==> config.mk <==
export PLATFORM = sky130hd
export DESIGN_NAME = fu_dispatch
export DESIGN_NICKNAME = d
export VERILOG_FILES = /design/src/rtl/ariane_pkg.sv /design/src/rtl/fu_dispatch_inflight_counter.sv /design/src/rtl/fu_dispatch.sv
export SDC_FILE = /design/constraint.sdc
export NUM_CORES = 1
export LEC_CHECK = 0
export BUFFER_PORTS_ARGS = -buffer_cell sky130_fd_sc_hd__buf_2
export CAP_MARGIN = 20
export CORE_AREA = 2 2 267 269
export DETAILED_ROUTE_END_ITERATION = 10
export DIE_AREA = 0 0 269 271
export MAX_ROUTING_LAYER = met4
export PLACE_DENSITY = 0.5
export SLEW_MARGIN = 10
export SYNTH_ARGS = -nofsm -noshare
export SYNTH_HDL_FRONTEND = slang
export SYNTH_HIERARCHICAL = 1
export SYNTH_SLANG_ARGS = --single-unit
==> constraint.sdc <==
create_clock -name clk_i -period 13.34 [get_ports clk_i]
set_input_delay 1.334 -clock clk_i [delete_from_list [all_inputs] [get_ports clk_i]]
set_output_delay 1.334 -clock clk_i [all_outputs]
set_load 0.1 [all_outputs]
==> src/rtl/ariane_pkg.sv <==
// Shared core types: FU selector, operation codes, branch-prediction tag and
// the dispatch-register payload bundle.
package ariane_pkg;

  localparam int unsigned TRANS_ID_BITS = 3;

  typedef enum logic [3:0] {
    NONE      = 4'd0,
    LOAD      = 4'd1,
    STORE     = 4'd2,
    ALU       = 4'd3,
    CTRL_FLOW = 4'd4,
    MULT      = 4'd5,
    CSR       = 4'd6
  } fu_t;

  typedef enum logic [3:0] {
    ADD, SUB, ANDL, ORL, MUL, LD, SD, EQ, CSR_READ
  } fu_op;

  typedef enum logic [1:0] {
    NO_CF, BRANCH, JUMP, RETURN
  } cf_t;

  typedef struct packed {
    logic [63:0] predict_address;
    cf_t         cf;
  } branchpredict_sbe_t;

  typedef struct packed {
    fu_t                      fu;
    fu_op                     operator;
    logic [63:0]              operand_a;
    logic [63:0]              operand_b;
    logic [63:0]              imm;
    logic [63:0]              pc;
    logic [TRANS_ID_BITS-1:0] trans_id;
    logic                     is_compressed_instr;
    branchpredict_sbe_t       branch_predict;
  } dispatch_entry_t;

  typedef enum logic {
    EMPTY = 1'b0,
    FULL  = 1'b1
  } disp_state_e;

endpackage

==> src/rtl/fu_dispatch_inflight_counter.sv <==
// In-flight instruction counter: +1 per dispatch, minus the number of
// writeback strobes, floored at zero, cleared by flush.
module inflight_counter #(
  parameter  int unsigned NR_SB_ENTRIES = 8,
  localparam int unsigned CNT_W         = $clog2(NR_SB_ENTRIES + 1)
) (
  input  logic             clk_i,
  input  logic             rst_i,
  input  logic             clear_i,
  input  logic             inc_i,
  input  logic [5:0]       wb_i,
  output logic [CNT_W-1:0] cnt_o,
  output logic             space_o
);

  localparam int unsigned SUM_W = CNT_W + 3;

  logic [CNT_W-1:0] cnt_q;
  logic [SUM_W-1:0] wb_cnt;
  logic [SUM_W-1:0] up;
  logic [SUM_W-1:0] cur;

  always_comb begin
    wb_cnt = '0;
    for (int i = 0; i < 6; i++) wb_cnt = wb_cnt + SUM_W'(wb_i[i]);
    cur = SUM_W'(cnt_q);
    up  = cur + SUM_W'(inc_i);
  end

  // Writebacks in the current cycle free capacity for a same-cycle dispatch.
  assign space_o = cur < (SUM_W'(NR_SB_ENTRIES) + wb_cnt);
  assign cnt_o   = cnt_q;

  always_ff @(posedge clk_i or posedge rst_i) begin
    if (rst_i)            cnt_q <= '0;
    else if (clear_i)     cnt_q <= '0;
    else if (up < wb_cnt) cnt_q <= '0;
    else                  cnt_q <= CNT_W'(up - wb_cnt);
  end

  always @(posedge clk_i) begin
    if (!rst_i && !clear_i) assert (up >= wb_cnt);
  end

endmodule

==> src/rtl/fu_dispatch.sv <==
// One-entry dispatch register steering issued instructions to execute FUs.
// Optional FU_DISPATCH_STATS_EN adds a saturating stall_cycles_o counter.
module fu_dispatch
  import ariane_pkg::*;
#(
  parameter  int unsigned NR_SB_ENTRIES = 8,
  localparam int unsigned CNT_W         = $clog2(NR_SB_ENTRIES + 1)
) (
  input  logic                     clk_i,
  input  logic                     rst_i,
  input  logic                     flush_i,
  input  logic                     issue_valid_i,
  output logic                     issue_ready_o,
  input  fu_t                      fu_i,
  input  fu_op                     operator_i,
  input  logic [63:0]              operand_a_i,
  input  logic [63:0]              operand_b_i,
  input  logic [63:0]              imm_i,
  input  logic [63:0]              pc_i,
  input  logic [TRANS_ID_BITS-1:0] trans_id_i,
  input  logic                     is_compressed_instr_i,
  input  branchpredict_sbe_t       branch_predict_i,
  output fu_t                      fu_o,
  output fu_op                     operator_o,
  output logic [63:0]              operand_a_o,
  output logic [63:0]              operand_b_o,
  output logic [63:0]              imm_o,
  output logic [63:0]              pc_o,
  output logic [TRANS_ID_BITS-1:0] trans_id_o,
  output logic                     is_compressed_instr_o,
  output branchpredict_sbe_t       branch_predict_o,
  input  logic                     alu_ready_i,
  input  logic                     branch_ready_i,
  input  logic                     lsu_ready_i,
  input  logic                     csr_ready_i,
  input  logic                     mult_ready_i,
  output logic                     alu_valid_o,
  output logic                     branch_valid_o,
  output logic                     lsu_valid_o,
  output logic                     csr_valid_o,
  output logic                     mult_valid_o,
  input  logic                     alu_wb_i,
  input  logic                     branch_wb_i,
  input  logic                     ld_wb_i,
  input  logic                     st_wb_i,
  input  logic                     csr_wb_i,
  input  logic                     mult_wb_i,
  input  logic                     resolve_branch_i,
`ifdef FU_DISPATCH_STATS_EN
  output logic [31:0]              stall_cycles_o,
`endif
  output logic [CNT_W-1:0]         inflight_o
);

  disp_state_e     state_q, state_d;
  dispatch_entry_t entry_q;
  logic            branch_pending_q;
  logic            tgt_ready;
  logic            space;
  logic            dispatch;
  logic            retire_none;
  logic            accept;

  always_comb begin
    state_d       = state_q;
    tgt_ready     = 1'b0;
    dispatch      = 1'b0;
    retire_none   = 1'b0;
    issue_ready_o = 1'b0;
    accept        = 1'b0;
    unique case (entry_q.fu)
      ALU:         tgt_ready = alu_ready_i;
      CTRL_FLOW:   tgt_ready = branch_ready_i;
      LOAD, STORE: tgt_ready = lsu_ready_i;
      CSR:         tgt_ready = csr_ready_i;
      MULT:        tgt_ready = mult_ready_i;
      default:     tgt_ready = 1'b0;
    endcase
    if (state_q == FULL && !flush_i) begin
      if (entry_q.fu == NONE) retire_none = 1'b1;
      else dispatch = tgt_ready && space &&
                      !(entry_q.fu == CTRL_FLOW && branch_pending_q);
    end
    issue_ready_o = !flush_i && (state_q == EMPTY || dispatch || retire_none);
    accept        = issue_valid_i && issue_ready_o;
    if (flush_i)                       state_d = EMPTY;
    else if (accept)                   state_d = FULL;
    else if (dispatch || retire_none)  state_d = EMPTY;
  end

  always_ff @(posedge clk_i or posedge rst_i) begin
    if (rst_i) begin
      state_q          <= EMPTY;
      entry_q          <= '0;
      branch_pending_q <= 1'b0;
    end else begin
      state_q <= state_d;
      if (accept) begin
        entry_q.fu                  <= fu_i;
        entry_q.operator            <= operator_i;
        entry_q.operand_a           <= operand_a_i;
        entry_q.operand_b           <= operand_b_i;
        entry_q.imm                 <= imm_i;
        entry_q.pc                  <= pc_i;
        entry_q.trans_id            <= trans_id_i;
        entry_q.is_compressed_instr <= is_compressed_instr_i;
        entry_q.branch_predict      <= branch_predict_i;
      end
      // A new branch dispatched in the resolve cycle keeps the flag set.
      if (flush_i)                                    branch_pending_q <= 1'b0;
      else if (dispatch && entry_q.fu == CTRL_FLOW)   branch_pending_q <= 1'b1;
      else if (resolve_branch_i)                      branch_pending_q <= 1'b0;
    end
  end

  inflight_counter #(
    .NR_SB_ENTRIES(NR_SB_ENTRIES)
  ) i_inflight (
    .clk_i  (clk_i),
    .rst_i  (rst_i),
    .clear_i(flush_i),
    .inc_i  (dispatch),
    .wb_i   ({alu_wb_i, branch_wb_i, ld_wb_i, st_wb_i, csr_wb_i, mult_wb_i}),
    .cnt_o  (inflight_o),
    .space_o(space)
  );

  assign alu_valid_o    = dispatch && entry_q.fu == ALU;
  assign branch_valid_o = dispatch && entry_q.fu == CTRL_FLOW;
  assign lsu_valid_o    = dispatch && (entry_q.fu == LOAD || entry_q.fu == STORE);
  assign csr_valid_o    = dispatch && entry_q.fu == CSR;
  assign mult_valid_o   = dispatch && entry_q.fu == MULT;

  assign fu_o                  = entry_q.fu;
  assign operator_o            = entry_q.operator;
  assign operand_a_o           = entry_q.operand_a;
  assign operand_b_o           = entry_q.operand_b;
  assign imm_o                 = entry_q.imm;
  assign pc_o                  = entry_q.pc;
  assign trans_id_o            = entry_q.trans_id;
  assign is_compressed_instr_o = entry_q.is_compressed_instr;
  assign branch_predict_o      = entry_q.branch_predict;

`ifdef FU_DISPATCH_STATS_EN
  // Survives flush on purpose: it measures lifetime back-pressure.
  always_ff @(posedge clk_i or posedge rst_i) begin
    if (rst_i)
      stall_cycles_o <= '0;
    else if (state_q == FULL && !dispatch && stall_cycles_o != 32'hFFFF_FFFF)
      stall_cycles_o <= stall_cycles_o + 32'd1;
  end
`endif

endmodule
* After elaboration in Yosys (flattened, before gate mapping)
Cells that the tools add are included.
Widths: inputs -> output; s select.
** Storage, ports and cells
- Flip-flop bits (word level) :: 340
- Input port bits :: 350
- Output and inout port bits :: 344
- Word-level logic and storage cells :: 64
** Operators by class
- Add/subtract/negate cells :: 8
- $lt $le $gt $ge :: 2
- Eq/ne operators :: 6
- Multiplexer cells :: 13
- Bitwise gates (word level) :: 1
- Reductions and logical operators :: 21
** Operator list (count)
- $add 7x1->7 :: 4
- $eq 4x3->1 const B :: 3
- $logic_and 1x1->1 :: 11
- $mux 1 :: 10
- $eq 4x2->1 const B :: 2
- $mux 4 :: 2
- $add 4x7->7 const A :: 1
- $lt 4x7->1 :: 1
- $lt 5x7->1 :: 1
- $reduce_bool 3->1 :: 2
- $add 4x1->5 :: 1
- $pmux 1 s5 :: 1
- $eq 4x1->1 const B :: 1
- $logic_not 4->1 :: 1
- $logic_or 1x1->1 :: 4
- $sub 4x4->4 :: 1
- $add 1x1->2 :: 1
- $logic_not 1->1 :: 2
- $reduce_or 2->1 :: 1
- $not 1->1 :: 1

* Logic depth before layout (Yosys ltp)
Gate-level depths: netlist (run 1).
- Depth in word-level cells :: 17
- Gate-level depth with buffers :: 20
- Mapped depth without buffers :: 19

* Hierarchy
The synthesis (run 1) kept the hierarchy.
** By module, submodules not included
- fu_dispatch :: times used 1, cells an instance 750, area an instance 13822.0 µm², sequential area each 8408.1 µm²
- inflight_counter :: times used 1, cells an instance 47, area an instance 465.4 µm², sequential area each 100.1 µm²

* Worst setup path before layout (run 1)
OpenSTA, ideal clock, no wires.
- Kind :: input port to output port
- Start point :: input port st_wb_i
- End point :: output port lsu_valid_o
- Arrival :: 8.887 ns
- Data required time :: 12.006 ns
- Slack :: 3.119 ns
- Stages on the path :: 13
- Path buffers :: 1
- Cell sequence :: inv_1 fa_1 fa_1 fa_1 ha_1 o21a_1 o21a_1 o21ai_1 nand4bb_1 a311oi_1 nand2b_1 clkbuf_1 a2111oi_0
** Between the ends
- Word-level cells in the longest chain between the ends :: 11
** Ends and longest elaborated chain
- start: declaration :: RTL line fu_dispatch.sv:45 : input logic st_wb_i,
- $add 7x1->7 (4 in a row) :: RTL line fu_dispatch_inflight_counter.sv:25 : for (int i = 0; i < 6; i++) wb_cnt = wb_cnt + SUM_W'(wb_i[i]);
- $add 4x7->7 :: RTL line fu_dispatch_inflight_counter.sv:31 : assign space_o = cur < (SUM_W'(NR_SB_ENTRIES) + wb_cnt);
- $lt 4x7->1 :: RTL line fu_dispatch_inflight_counter.sv:31
- via space :: RTL line fu_dispatch.sv:59 : logic space;
- $logic_and 1x1->1 (2 in a row) :: RTL line fu_dispatch.sv:81 : else dispatch = tgt_ready && space &&
- $mux 1 :: RTL line fu_dispatch.sv:80 : if (entry_q.fu == NONE) retire_none = 1'b1;
- $mux 1 :: RTL line fu_dispatch.sv:79 : if (state_q == FULL && !flush_i) begin
- $logic_and 1x1->1 :: RTL line fu_dispatch.sv:130 : assign lsu_valid_o = dispatch && (entry_q.fu == LOAD || entry_q.fu == STORE);
- end: declaration :: RTL line fu_dispatch.sv:39 : output logic lsu_valid_o,
The timed path passes the listed nets, and every way through them passes these cells.

* Worst setup path in the final report (run 1)
Ends and elaborated chain as after synthesis.

==> impl_metrics.toml, run 1 <==
[status]
status = "finished clean"

[synthesis]
yosysWarnings = 6
synth_area_leaders = "dfrtp_1 60%, mux2_4 27%, mux2_2 5.9%"
synth_commonest_cells = "340 x dfrtp_1, 260 x mux2_4, 75 x mux2_2, 29 x buf_6, 16 x inv_1"
ys_types = 45
async_flop_share = 1.000
synth_seq_cells = 340
yosysTopAreaCell = "dfrtp_1"
seq_area_frac_synth = 0.5955
synth-edff-count = 0
synthCells = 797
synth_top_flop_cell = "dfrtp_1"
synth_top_area_frac = 0.5955
synth_most_common_cell = "dfrtp_1"
syn_avg_cell_area_um2 = 17.93
syn-num-nets = 1159
synthesis.area_mm2 = 0.01429

[sta]
setup_tns_ns = 0
setup_violations = 0
finClkSkew_ns = 0.01644
rsz0062_at_grt = "no"
tightest_slew_ns = 1.112
slew_headroom = 0.2587
hold_viol = 0
min_period_over_period = 0.5221
drv_slew = 0
fmax_mhz = 143.6
period_needed_ns = 6.964

[cts]
postCtsSetupBuffers = 0
root_buffer = "clkbuf_16"
cts.reportedPaths.clkPinSlew_ns = 0.05
clock_latency_ns = 0.55
hold_buffers = 0
ctsLongestPathBuffers = 3
cts_max_level = 2
numCtsBuffers = 42
cts_resized = 0
cts.sinks = 340
cts_tree = "yes"

[die]
die_area_mm2 = 0.07290
rows = 97
io_pins = 694
initial_core_util = 0.2047
core_mm2 = 0.06979
die_h_um = 271
die_x_um = 269

[detailed_routing]
first_pass_iters = 4
drcViolationCount = 0
detail_route.wl_per_cell_um = 17.11
via_per_inst = 3.815
antenna_left = 0
drtIter0Drc = 466
totalWireLength_um = 42390
vias = 9453

[grt]
grt_max_degree = 130
grt_antenna_before_repair = 6
grt_pass1_wl_um = 61870
track_usage = 0.1127
grt-ovfl-total = 0
grt_pass1_vias = 10300

[min_path]
hold_path.class = "flip-flop to flip-flop"

[placed_design]
io_buffers = 693
dp.cells = 2397
dp_hpwl_um = 31230
gp_congestion = 0.8297

[flow_run]
maxCapViolCount = 0

[worst_setup_path]
worstSetupStartpointType = "primary input"
worstPathRequired_ns = 12.01
worstSetupPathType = "primary input to primary output"
crit_buf_inv = 3
critPathTopFamily = "adder cells"
path_cells = "buf_2 > inv_1 > fa_1 > fa_1 > fa_1 > ha_1 > o21a_1 > o21a_1 > o21ai_1 > nand4bb_1 > a311oi_1 > nand2b_1 > a2111oi_0 > buf_2"
cp_max_fo = 8
end_kind = "primary output"
cp.arrival_ns = 5.63
cp_slowest_cell = "fa_1"
reg2reg_slack_ns = 9.30
cp_common_cell = "fa_1"
max_stage_delay_ns = 0.58

[finish]
syn2layout_area_growth_pct = 40.79
drive_above_1_share = 0.7245
fill_cells = 7158
nNetsFinal = 1863
fin_cells = 2478
-- state kept, by name, summed over array words and instances, names as in the netlist, 3 cells and up --
register and flops:
pc_o 64, operator_o 4, branch_predict_o 66, i_inflight/cnt_o 4, fu_o 4, trans_id_o 3
imm_o 64, operand_a_o 64, operand_b_o 64
-- worst paths after layout --
| check | start | end | cells after the start |
|---|---|---|---|
| worst max-delay path | st_wb_i | lsu_valid_o | 14 |
| worst min-delay path | branch_predict_o[27]$_DFFE_PP0P_ | branch_predict_o[27]$_DFFE_PP0P_ | 1 |
| worst max register to register | i_inflight/cnt_o[1]$_DFF_PP0_ | i_inflight/cnt_o[3]$_DFF_PP0_ | 15 |
| worst min register to register | branch_predict_o[27]$_DFFE_PP0P_ | branch_predict_o[27]$_DFFE_PP0P_ | 1 |
| max in group asynchronous | rst_i | operand_b_o[55]$_DFFE_PP0P_ | 4 |
| min in group asynchronous | rst_i | i_inflight/cnt_o[1]$_DFF_PP0_ | 2 |
-- layout make-up --
type                       count  area (um2)  share of cell area
sequential                   340        8508              0.4230
multi-input combinational    400        5316              0.2643
timing repair buffer         701        3553              0.1767
clock buffer                  59        1236             0.06145
tap                          940        1176             0.05847
clock inverter                16       242.7             0.01207
inverter                      16       67.56            0.003359
antenna                        6       15.01           0.0007464
-- through the flow --
stage,setup WS [ns],area (um2),util,hold WS (ns)
floorplan,2.696,14290,-,0.5195
global placement,6.599,18620,0.2668,0.4821
detailed placement,6.467,18620,0.2668,0.4860
CTS,6.463,20100,0.2880,0.5012
global route,6.231,20120,0.2882,0.5108
finish,6.376,20120,0.2882,0.4987
-- cells in the final DEF (no fill, tap or decap), drive strengths merged, types with 3 or more instances in the layout --
master	synthesis	final
a21oi	5	5
buf	39	701
bufinv	0	6
clkbuf	2	59
clkinv	0	7
dfrtp	340	340
diode	0	6
fa	4	4
ha	8	8
inv	16	17
mux2	335	335
nand2	3	3
nand2b	7	7
nor3	3	3
o21ai	3	3
-- metal layers --
metal / vias to the layer above / global-route usage / routed length [um]
met5: - / - / 0
li1: 4218 / - / -
met1: 4729 / 0.1214 / 16170
met2: 438 / 0.1948 / 21480
met4: 0 / 0.04137 / 1162
met3: 68 / 0.03322 / 3589
-- kinds of logic after synthesis --
group,Yosys count,synth area share
buffers and inverters,57,0.03319
adder cells (fa/ha/maj),12,0.01261
AO/OA/AOI/OAI,24,0.01296
XOR/XNOR,2,0.001226
AND/OR/NAND/NOR,26,0.01147
flip-flops,340,0.5955
multiplexers,336,0.3330
Power of run 1 is not shown: default switching activity piles up to over one toggle a cycle in this logic, so the estimate is an artifact.
==> run 2: changes to the inputs <==
--- a/config.mk
+++ b/config.mk
@@ -11,7 +11,7 @@
 export DETAILED_ROUTE_END_ITERATION = 10
 export DIE_AREA = 0 0 269 271
 export MAX_ROUTING_LAYER = met4
-export PLACE_DENSITY = 0.5
+export PLACE_DENSITY = 0.51
 export SLEW_MARGIN = 10
 export SYNTH_ARGS = -nofsm -noshare
 export SYNTH_HDL_FRONTEND = slang
==> constraint.sdc (replaced) <==
create_clock -name clk_i -period 5.66 [get_ports clk_i]
set_input_delay 0.566 -clock clk_i [delete_from_list [all_inputs] [get_ports clk_i]]
set_output_delay 0.566 -clock clk_i [all_outputs]
set_load 0.1 [all_outputs]
==> run 2 against run 1 <==
Effect of this change: sequential share of layout area is 0.10 points higher; cell area is 0.24% lower; worst hold slack worse by 0.30 ns; non-clock buffer count is 18 higher; count of clock-buffer cells in the layout is 1 higher; die area stayed put.
==> impl_metrics.toml, run 2 (synthesis gave the netlist of run 1 again) <==
[detailed_routing]
totalWireLength_um = 40600
detail_route.wl_per_cell_um = 16.33
drcViolationCount = 0
vias = 9387
via_per_inst = 3.776
first_pass_iters = 4
antenna_left = 0
drtIter0Drc = 311

[die]
die_h_um = 271
rows = 97
core_mm2 = 0.06979
die_x_um = 269
initial_core_util = 0.2047
die_area_mm2 = 0.07290
io_pins = 694

[worst_setup_path]
critPathTopFamily = "adder cells"
max_stage_delay_ns = 0.59
worstSetupStartpointType = "primary input"
worstSetupPathType = "primary input to primary output"
cp.arrival_ns = 4.47
crit_buf_inv = 4
worstPathRequired_ns = 5.09
path_cells = "buf_2 > inv_1 > fa_1 > fa_1 > fa_1 > ha_1 > o21a_1 > o21a_1 > o21ai_1 > nand4bb_1 > a311oi_1 > nand2b_1 > buf_4 > a2111oi_2 > buf_2"
end_kind = "primary output"
cp_max_fo = 7
cp_common_cell = "fa_1"
cp_slowest_cell = "fa_1"

[grt]
grt-ovfl-total = 0
track_usage = 0.1079
grt_pass1_wl_um = 60090
grt_antenna_before_repair = 5
grt_max_degree = 150
grt_pass1_vias = 10410

[sta]
slew_headroom = 0.3429
setup_violations = 0
drv_slew = 0
rsz0062_at_grt = "no"
hold_viol = 0
finalWorstSetupSlack_ns = 0.6232
fmax_mhz = 198.5
min_period_over_period = 0.8899
tightest_slew_ns = 0.9856
finClkSkew_ns = 0.01452
period_needed_ns = 5.037

[cts]
root_buffer = "clkbuf_16"
numCtsBuffers = 40
cts_tree = "yes"
cts.sinks = 340
cts_max_level = 2
cts_resized = 0
hold_buffers = 1
ctsLongestPathBuffers = 3
postCtsSetupBuffers = 0
cts.reportedPaths.clkPinSlew_ns = 0.06
clock_latency_ns = 0.54

[placed_design]
io_buffers = 693
gp_congestion = 0.8158
pre_cts_ws_ns = 0.3323
dp_hpwl_um = 30440

[finish]
layout_common_cells = "693 x buf_2, 340 x dfrtp_1, 260 x mux2_4"
syn2layout_area_growth_pct = 40.46
largest_reg_flops = 66
final_common_cell = "buf_2"
seq_area_mm2 = 0.008508
nNetsFinal = 1879
multi_input_comb_area_mm2 = 0.005329
drive_above_1_share = 0.7246
fill_cells = 7151

[flow_run]
maxCapViolCount = 0

[status]
status = "finished clean"

[min_path]
hold_path.class = "primary input to flip-flop"
[run 2: cell types whose count changed in the layout (fill, tap and decap cells not counted), sizes merged]
cell / previous run / this run
buf: 701 / 718
bufinv: 6 / 1
clkbuf: 59 / 60
clkinv: 7 / 6
diode: 6 / 3
dlygate4sd3: 0 / 1
inv: 17 / 15
[run 2: final cells by class]
cell class	instances	area share
Multi-Input combinational cell	400	0.2655
Timing Repair Buffer	719	0.1858
Sequential cell	340	0.4240
Clock buffer	60	0.05917
Antenna cell	3	0.0003741
Tap cell	940	0.05861
Clock inverter	8	0.003367
Inverter	16	0.003180
[run 2: final timing paths]
path | end | slack (ns) | startpoint | depth (start not counted)
worst max-delay path | lsu_valid_o | 0.62 | st_wb_i | 15
worst min register to register | branch_predict_o[55]$_DFFE_PP0P_ | 0.50 | branch_predict_o[55]$_DFFE_PP0P_ | 1
worst max register to register | i_inflight/cnt_o[3]$_DFF_PP0_ | 2.06 | i_inflight/cnt_o[1]$_DFF_PP0_ | 15
min in group asynchronous | i_inflight/cnt_o[0]$_DFF_PP0_ | 0.52 | rst_i | 3
max in group asynchronous | operand_b_o[53]$_DFFE_PP0P_ | 3.55 | rst_i | 4
worst min-delay path | branch_pending_q$_DFFE_PP0P_ | 0.20 | resolve_branch_i | 2
[run 2: per-layer routing]
layer  part of all wire  track usage  vias up  wire length, um
li1                   -            -     4238                -
met3              0.076      0.02585       82             3103
met4              0.032      0.04269        0             1281
met5                  0            -        -                0
met1               0.38       0.1141     4646            15270
met2               0.52       0.1918      421            20950
[run 2: worst register-to-register path: stages (launching register included)]
cell and delay [ns]:
dfrtp_1 0.43, ha_1 0.31, o21a_1 0.10, o21a_1 0.16, o21ai_1 0.13, nand4bb_1 0.13, a311oi_1 0.35, nand2b_1 0.13
inv_1 0.07, ha_1 0.17, ha_1 0.22, xor2_1 0.17, ha_1 0.28, and3b_4 0.21, or4_1 0.51, o211ai_1 0.12
[run 2: per-stage QoR]
stage	cell area (um2)	std cells	setup TNS, ns	hold WS [ns]	utilization
6_report	20070	2486	0	0.1984	0.2876
3_3_place_gp	18800	2414	0	0.4808	0.2693
3_5_place_dp	18800	2414	0	0.4854	0.2693
4_1_cts	20060	2483	0	0.1501	0.2875
5_1_grt	20070	2486	0	0.1693	0.2876
2_1_floorplan	14300	797	-1.349	0.3321	-
Power of run 2 is left out for the same reason.
